### src/rtl/ercm8_mul_arbiter.sv
// Round-robin sequencer sharing one ERCM8 approximate multiplier among NREQ requesters.
// Each requester has its own mask register; products return tagged with the requester id.
module ercm8_mul_arbiter #(
  parameter int NREQ    = 4,
  parameter int DW      = 8,
  parameter int MASK_W  = 7,
  parameter int MUL_LAT = 2
) (
  input  logic                 clk,
  input  logic                 rst,
  input  logic [NREQ-1:0]      req_valid,
  output logic [NREQ-1:0]      req_ready,
  input  logic [NREQ*DW-1:0]   req_a,
  input  logic [NREQ*DW-1:0]   req_b,
  input  logic                 cfg_we,
  input  logic [2:0]           cfg_id,
  input  logic [MASK_W-1:0]    cfg_mask,
  output logic [DW-1:0]        mul_a,
  output logic [DW-1:0]        mul_b,
  output logic [MASK_W-1:0]    mul_mask,
  input  logic [2*DW-1:0]      mul_p,
  output logic                 rsp_valid,
  input  logic                 rsp_ready,
  output logic [2:0]           rsp_id,
  output logic [2*DW-1:0]      rsp_p,
  output logic                 busy
);

  localparam int CNT_W = (MUL_LAT > 1) ? $clog2(MUL_LAT) : 1;
  localparam logic [CNT_W-1:0] CNT_LAST = CNT_W'(MUL_LAT - 1);

  typedef enum logic [1:0] {IDLE, WAIT, RESP} state_t;

  state_t              state, state_nxt;
  logic [2:0]          ptr;
  logic [CNT_W-1:0]    cnt;
  logic [MASK_W-1:0]   mask_reg [0:7];
  logic                gnt_vld;
  logic [2:0]          gnt_id;

  // Walk offsets from the highest down so the requester closest to ptr wins.
  always_comb begin
    gnt_vld = 1'b0;
    gnt_id  = 3'd0;
    for (int k = NREQ - 1; k >= 0; k--) begin
      if (req_valid[(int'(ptr) + k) % NREQ]) begin
        gnt_vld = 1'b1;
        gnt_id  = 3'((int'(ptr) + k) % NREQ);
      end
    end
  end

  always_ff @(posedge clk) begin
    if (rst) state <= IDLE;
    else     state <= state_nxt;
  end

  always_comb begin
    state_nxt = state;
    req_ready = '0;
    case (state)
      IDLE: begin
        if (gnt_vld) begin
          req_ready = NREQ'(1) << gnt_id;
          state_nxt = WAIT;
        end
      end
      WAIT:    if (cnt == CNT_LAST) state_nxt = RESP;
      RESP:    if (rsp_ready) state_nxt = IDLE;
      default: state_nxt = IDLE;
    endcase
  end

  assign busy = (state != IDLE);

  // Operand launch, latency count, product capture and mask storage.
  always_ff @(posedge clk) begin
    if (rst) begin
      mul_a     <= '0;
      mul_b     <= '0;
      mul_mask  <= '0;
      rsp_p     <= '0;
      rsp_id    <= '0;
      rsp_valid <= 1'b0;
      ptr       <= '0;
      cnt       <= '0;
      for (int i = 0; i < 8; i++) mask_reg[i] <= '0;
    end else begin
      if (cfg_we && (int'(cfg_id) < NREQ)) mask_reg[cfg_id] <= cfg_mask;
      case (state)
        IDLE: begin
          if (gnt_vld) begin
            mul_a    <= req_a[gnt_id*DW +: DW];
            mul_b    <= req_b[gnt_id*DW +: DW];
            mul_mask <= mask_reg[gnt_id];
            rsp_id   <= gnt_id;
            ptr      <= 3'((int'(gnt_id) + 1) % NREQ);
            cnt      <= '0;
          end
        end
        WAIT: begin
          if (cnt == CNT_LAST) begin
            rsp_p     <= mul_p;
            rsp_valid <= 1'b1;
          end else begin
            cnt <= cnt + 1'b1;
          end
        end
        RESP:    if (rsp_ready) rsp_valid <= 1'b0;
        default: ;
      endcase
    end
  end

endmodule

### config.mk
export PLATFORM = sky130hd
export DESIGN_NAME = ercm8_mul_arbiter
export DESIGN_NICKNAME = d
export VERILOG_FILES = /design/src/rtl/ercm8_mul_arbiter.sv
export SDC_FILE = /design/constraint.sdc
export NUM_CORES = 1
export LEC_CHECK = 0
export CAP_MARGIN = 20
export CORE_MARGIN = 1
export CORE_UTILIZATION = 40
export CTS_CLUSTER_DIAMETER = 40
export DETAILED_ROUTE_END_ITERATION = 7
export PLACE_DENSITY = 0.86
export SYNTH_ARGS = -nofsm -noshare
export SYNTH_HDL_FRONTEND = slang
export SYNTH_SLANG_ARGS = --single-unit
### constraint.sdc
create_clock -name clk -period 3.9 [get_ports clk]
set_input_delay 0.585 -clock clk [delete_from_list [all_inputs] [get_ports clk]]
set_output_delay 0.585 -clock clk [all_outputs]
set_load 0.02 [all_outputs]
# Word level (Yosys, flattened, before mapping)
# Memory sizes are Yosys's and may differ from the RTL's. A register that Yosys moved wholly into a read port is not among the register bits.
# Cells that the tools add are included.
# classes
shifts	3
n_addsub	5
n_lt_le_gt_ge	5
mux	39
n_eq_ne	5
bitwise	3
n_reduce_logical	14
# ops
op	count
32-bit by 7-bit variable part select with 8-bit output	2
1-bit 2-to-1 mux	21
3-bit 2-to-1 mux	5
3-bit by 4-bit < comparator with 1-bit output (second input constant)	3
1-bit binary-select mux with 2-bit select	4
4-bit 2-to-1 mux	2
7-bit 2-to-1 mux	1
7-bit OR reduction	1
2-bit 2-to-1 mux	3
2-bit != test (second input constant)	3
2-bit case mux with 3 select lines	1
2-bit AND reduction	3
3-bit AND reduction	2
2-bit nonzero test	3
2-bit OR reduction	3
2-bit by 1-bit adder with 2-bit output (second input constant)	2
2-bit adder (second input constant)	2
1-bit case mux with 2 select lines	2
1-bit by 3-bit << shifter with 4-bit output (first input constant)	1
1-bit AND (first input constant)	3
2-bit by 3-bit < comparator with 1-bit output (second input constant)	1
3-bit < comparator (second input constant)	1
2-bit by 1-bit equality test with 1-bit output (second input constant)	1
2-bit equality test (second input constant)	1
other kinds (3)	3
# totals
memories	1
mem_bits_rw	56
word_cells	83
reg_bits	41
output_inout_bits	48
input_bits	98
# memory_table
memory	words	width	rd	rd_clocked_by_memory_dff	write_ports	line_no	rtl
mask_reg	8	7	1	1	8	37	logic [MASK_W-1:0] mask_reg [0:7];

# Logic depth before layout (Yosys ltp)
# logic_depth
word_depth	13
mapped_depth	7

# Worst setup path before layout
# No wires, ideal clock.
# synth_timing
kind	input to output
start	input port req_valid[1]
end	output port req_ready[0]
path_slack_ps	1535
arrival_time_ps	1780
n_path_buf	1
cell_stages	5
cell_sequence	nand2b_1 nor2_2 nor2_8 buf_8 nor3_1
# synth_via
elab_chain_len	10
elab_cells_between_ends	22
classes_between	shift (1); mux (21)
# synth_rtl
element	line_no	rtl
start: declaration	11	input logic [NREQ-1:0] req_valid,
1-bit binary-select mux with 2-bit select	46	if (req_valid[(int'(ptr) + k) % NREQ]) begin
1-bit 2-to-1 mux (implied by the code) (2 in series)	46	
3-bit 2-to-1 mux (4 in series)	46	
1-bit by 3-bit << shifter with 4-bit output	64	req_ready = NREQ'(1) << gnt_id;
4-bit 2-to-1 mux *	63	if (gnt_vld) begin
4-bit 2-to-1 mux *	61	case (state)
end: declaration	12	output logic [NREQ-1:0] req_ready,
# Mark *: on every way between the ends. The rest lies on a longest branch, timed or not. The select of a mux whose other input is x is not followed.

# Worst setup path after layout
# layout_timing
start	input port req_valid[3]
end	output port req_ready[3]
# Same word-level chain as after synthesis.

==> results by group <==
Outcome
  • Status: completed

Die
  • Die width: approximately 97 um
  • Die Y: 96.8 um
  • I/O pins: roughly 150
  • Rows: 34
  • Core area: around 8700 um^2
  • Initial core utilization: slightly above 40%
  • Die area: ~9400 um^2

Synthesis
  • Top cell type's share of synthesized area: about a quarter
  • Post-synthesis simple-gate area fraction: between 20% and 30%
  • Ys Warns: 0
  • Post-synthesis async set-or-reset flop share: 0%
  • Most common cell in the netlist: nand2_1
  • Most frequent cells after synthesis: nand2_1 (65), dfxtp_1 (47), and2_1 (31), edfxtp_1 (28), nand3_1 (25)
  • Post-synth top area cell: dfxtp_1
  • Register area share after synthesis: 49.6%
  • Synthesized instance count: approximately 380
  • Compound-Gate Fraction of Synth Area: a little under a fifth
  • Combinational family with the most area after synthesis: simple AND/OR/NAND/NOR gates
  • Distinct cells, synth: 39
  • Synth top area cells: dfxtp_1 (26%), edfxtp_1 (23%), nand2_1 (6.8%)
  • Synth Area in Adders: 0%
  • Post-synth EDFFs: 28
  • Syn_area_per_cell: approximately 9.5 um^2
  • Synthesis-stage register bit count: 75
  • Mapped Area: between 3000 and 4000 um^2
  • Post-synth top flop: dfxtp_1
  • Post-Synth XOR/XNOR Area: less than 1%
  • Mux contribution to synthesized area: 6.69%
  • Mapped Nets: about 480

Clocking
  • Postcts setup bufs: 0
  • CTS root buf: clkbuf_8
  • CTS H-tree lvls: 3
  • Worst-Skew Late Latency: between 0.3 and 0.4 ns
  • CTS buffer count: 9
  • Post_cts resized: 0
  • TritonCTS clock tree: yes
  • Clock tree sinks: 75
  • Largest buffer count on any clock path: 2
  • Hold_buf cts: 0
  • Worst-path clk slew: around 0.070 ns

Setup path
  • Worst path buffer plus inverter count: 2
  • Crit-path max cell delay: 0.54 ns
  • Worst setup EP type: primary output
  • Crit-path cells: clkdlybuf4s50_1 > nor4_2 > nor2_1 > nand2_1 > nor2_1 > clkdlybuf4s50_1
  • WP data required: between 3 and 4 ns
  • Arrival @ worst endpoint: roughly 2.6 ns
  • Crit path kind: input pin to primary output
  • Critical Path Start Type: input pin
  • Crit-path slowest cell: clkdlybuf4s50_1
  • Crit path max-delay family: buffers and inverters
  • Crit path max fanout: 7

Place
  • Port Buffers: between 100 and 150
  • Dpl hpwl: approximately 6700 um
  • Placed cells: between 600 and 700
  • Routability cong.: 0.814

Global routing
  • Maximum number of pins on one net before global-route repair: 31
  • Initial antenna violation count: 0
  • GRT Max-Usage Layer: met2
  • Met2 usage: 35.4%
  • First-pass GRT wire length: 15800 um
  • Vias in the first global route: 3342
  • GRT Total Usage: between 20% and 30%
  • Met3 Track Usage GR: a little under 7%
  • Global routing usage on met1: 24.0%
  • Remaining global-route overflow: 0

STA
  • Period utilisation layout: about four fifths
  • Setup tns final: 0 ns
  • Setup violators final: 0
  • Clock skew: 0.0121 ns
  • Final Hold Fails: 0
  • Achievable clock frequency: between 0.3 and 0.4 GHz
  • Crit path time final: 3.17 ns
  • Hold_ws: between 0.4 and 0.5 ns
  • Unrepaired setup endpoints after global routing: false
  • Rel. slew slack: between 30 and 40%
  • Worst-margin pin slew: approximately 1.0 ns
  • Max-slew violation count: 0

Detailed routing
  • DRC violations left: 0
  • Vias post-DR: roughly 3200
  • Total length of routed wires: about 9400 um
  • TritonRoute pass-1 iters: 4
  • Routed vias/inst: 5.16
  • Avg WL per Cell: around 15 um
  • Iter 0 DRT Violations: roughly 110
  • Post-DRT Antenna Nets: 0

Final layout
  • Final core utilization: 60.1%
  • Ant diodes: 0
  • Max reg flops: 28
  • Share of cells above drive strength 1: approximately 6%
  • Nets: just over 600
  • Layout Cells excl Fill: roughly 630
  • Area Growth Syn to Fin: 45.9%
  • Layout fillers: 740

Power
  • Total power: around 0.002 W
  • Pwr Density: 379 nW/um^2
  • Leakage power: ~1.9 nW
  • Peak VDD IR: approximately 0.00019 V

Hold path
  • Hold crit path type: flip-flop to flip-flop

Flow run
  • # Max-Cap Violations: 0
-- final cells by class --
cell class | instances | area [um^2] | area share (%)
clock buffers | 11 | 131 | 2.51
inverters | 4 | 15.0 | 0.287
multi-input cells | 276 | 1660 | 31.6
clock inverters | 5 | 38.8 | 0.740
well taps | 108 | 135 | 2.58
flip-flops and latches | 75 | 1780 | 34.0
repair buffers | 149 | 1480 | 28.2
-- per-stage QoR --
| step | setup WS, ns | area (um^2) |
|---|---|---|
| after detailed placement | 0.761 | 5070 |
| after CTS | 0.747 | 5240 |
| after global routing | 0.611 | 5240 |
| after global placement | 0.788 | 5070 |
| after floorplan | 1.53 | 3590 |
| final | 0.730 | 5240 |
-- layer usage --
metal,vias up,share of wire (%)
li1,1605,-
met2,136,49
met1,1477,41
met4,0,2.5
met5,-,0
met3,21,7.4
-- layout by cell type, fill, tap and decap left out, types with 2 or more instances in the layout --
master	netlist	layout
a211oi_1	2	2
a21o_1	23	23
a21oi_1	22	22
and2_1	31	31
buf_4	3	5
clkbuf_1	12	2
clkbuf_8	0	9
clkdlybuf4s50_1	0	144
clkinv_4	0	2
dfxtp_1	47	47
edfxtp_1	28	28
inv_1	4	4
mux2i_1	24	24
nand2_1	65	65
nand2b_1	2	2
nand3_1	25	25
nor2_1	6	6
nor2_2	2	2
nor2b_1	2	2
nor3_1	3	3
nor3b_1	2	2
o211ai_1	23	23
o21ai_0	23	23
o21ai_1	2	2
or2_2	6	6
-- report_power, final --
group | total, W | internal, W | leakage, nW | switching [W]
clock | 0.000529 | 0.000235 | 0.0839 | 0.000294
combinational | 0.000539 | 0.000270 | 1.13 | 0.000269
sequential | 0.000917 | 0.000880 | 0.654 | 0.0000365
total | 0.00199 | 0.00139 | 1.87 | 0.000600
-- tightest hold or removal path, cell delays in order (launching register included) --
cell and delay, ns:
dfxtp_1 0.31, nand2_1 0.05, a21oi_1 0.05
-- cell families after synthesis --
kind of cell    count (synthesis)
simple gates                  149
compound gates                101
mux                            24
other cells                     1
buf+inv                        28
xor+xnor                        1
flops                          75
-- path summary, 6_finish.rpt --
path	start	end	slack, ns	cells after the start
setup / recovery	req_valid[3]	req_ready[3]	0.73	6
hold / removal	rsp_p[4]$_SDFFE_PP0P_	rsp_p[4]$_SDFFE_PP0P_	0.46	2
setup reg to reg	state[0]$_SDFFE_PP0P_	mul_b[5]$_SDFFE_PP0P_	1.63	5
hold reg to reg	rsp_p[4]$_SDFFE_PP0P_	rsp_p[4]$_SDFFE_PP0P_	0.46	2
No activity file was read; power rests on OpenSTA's default activity.
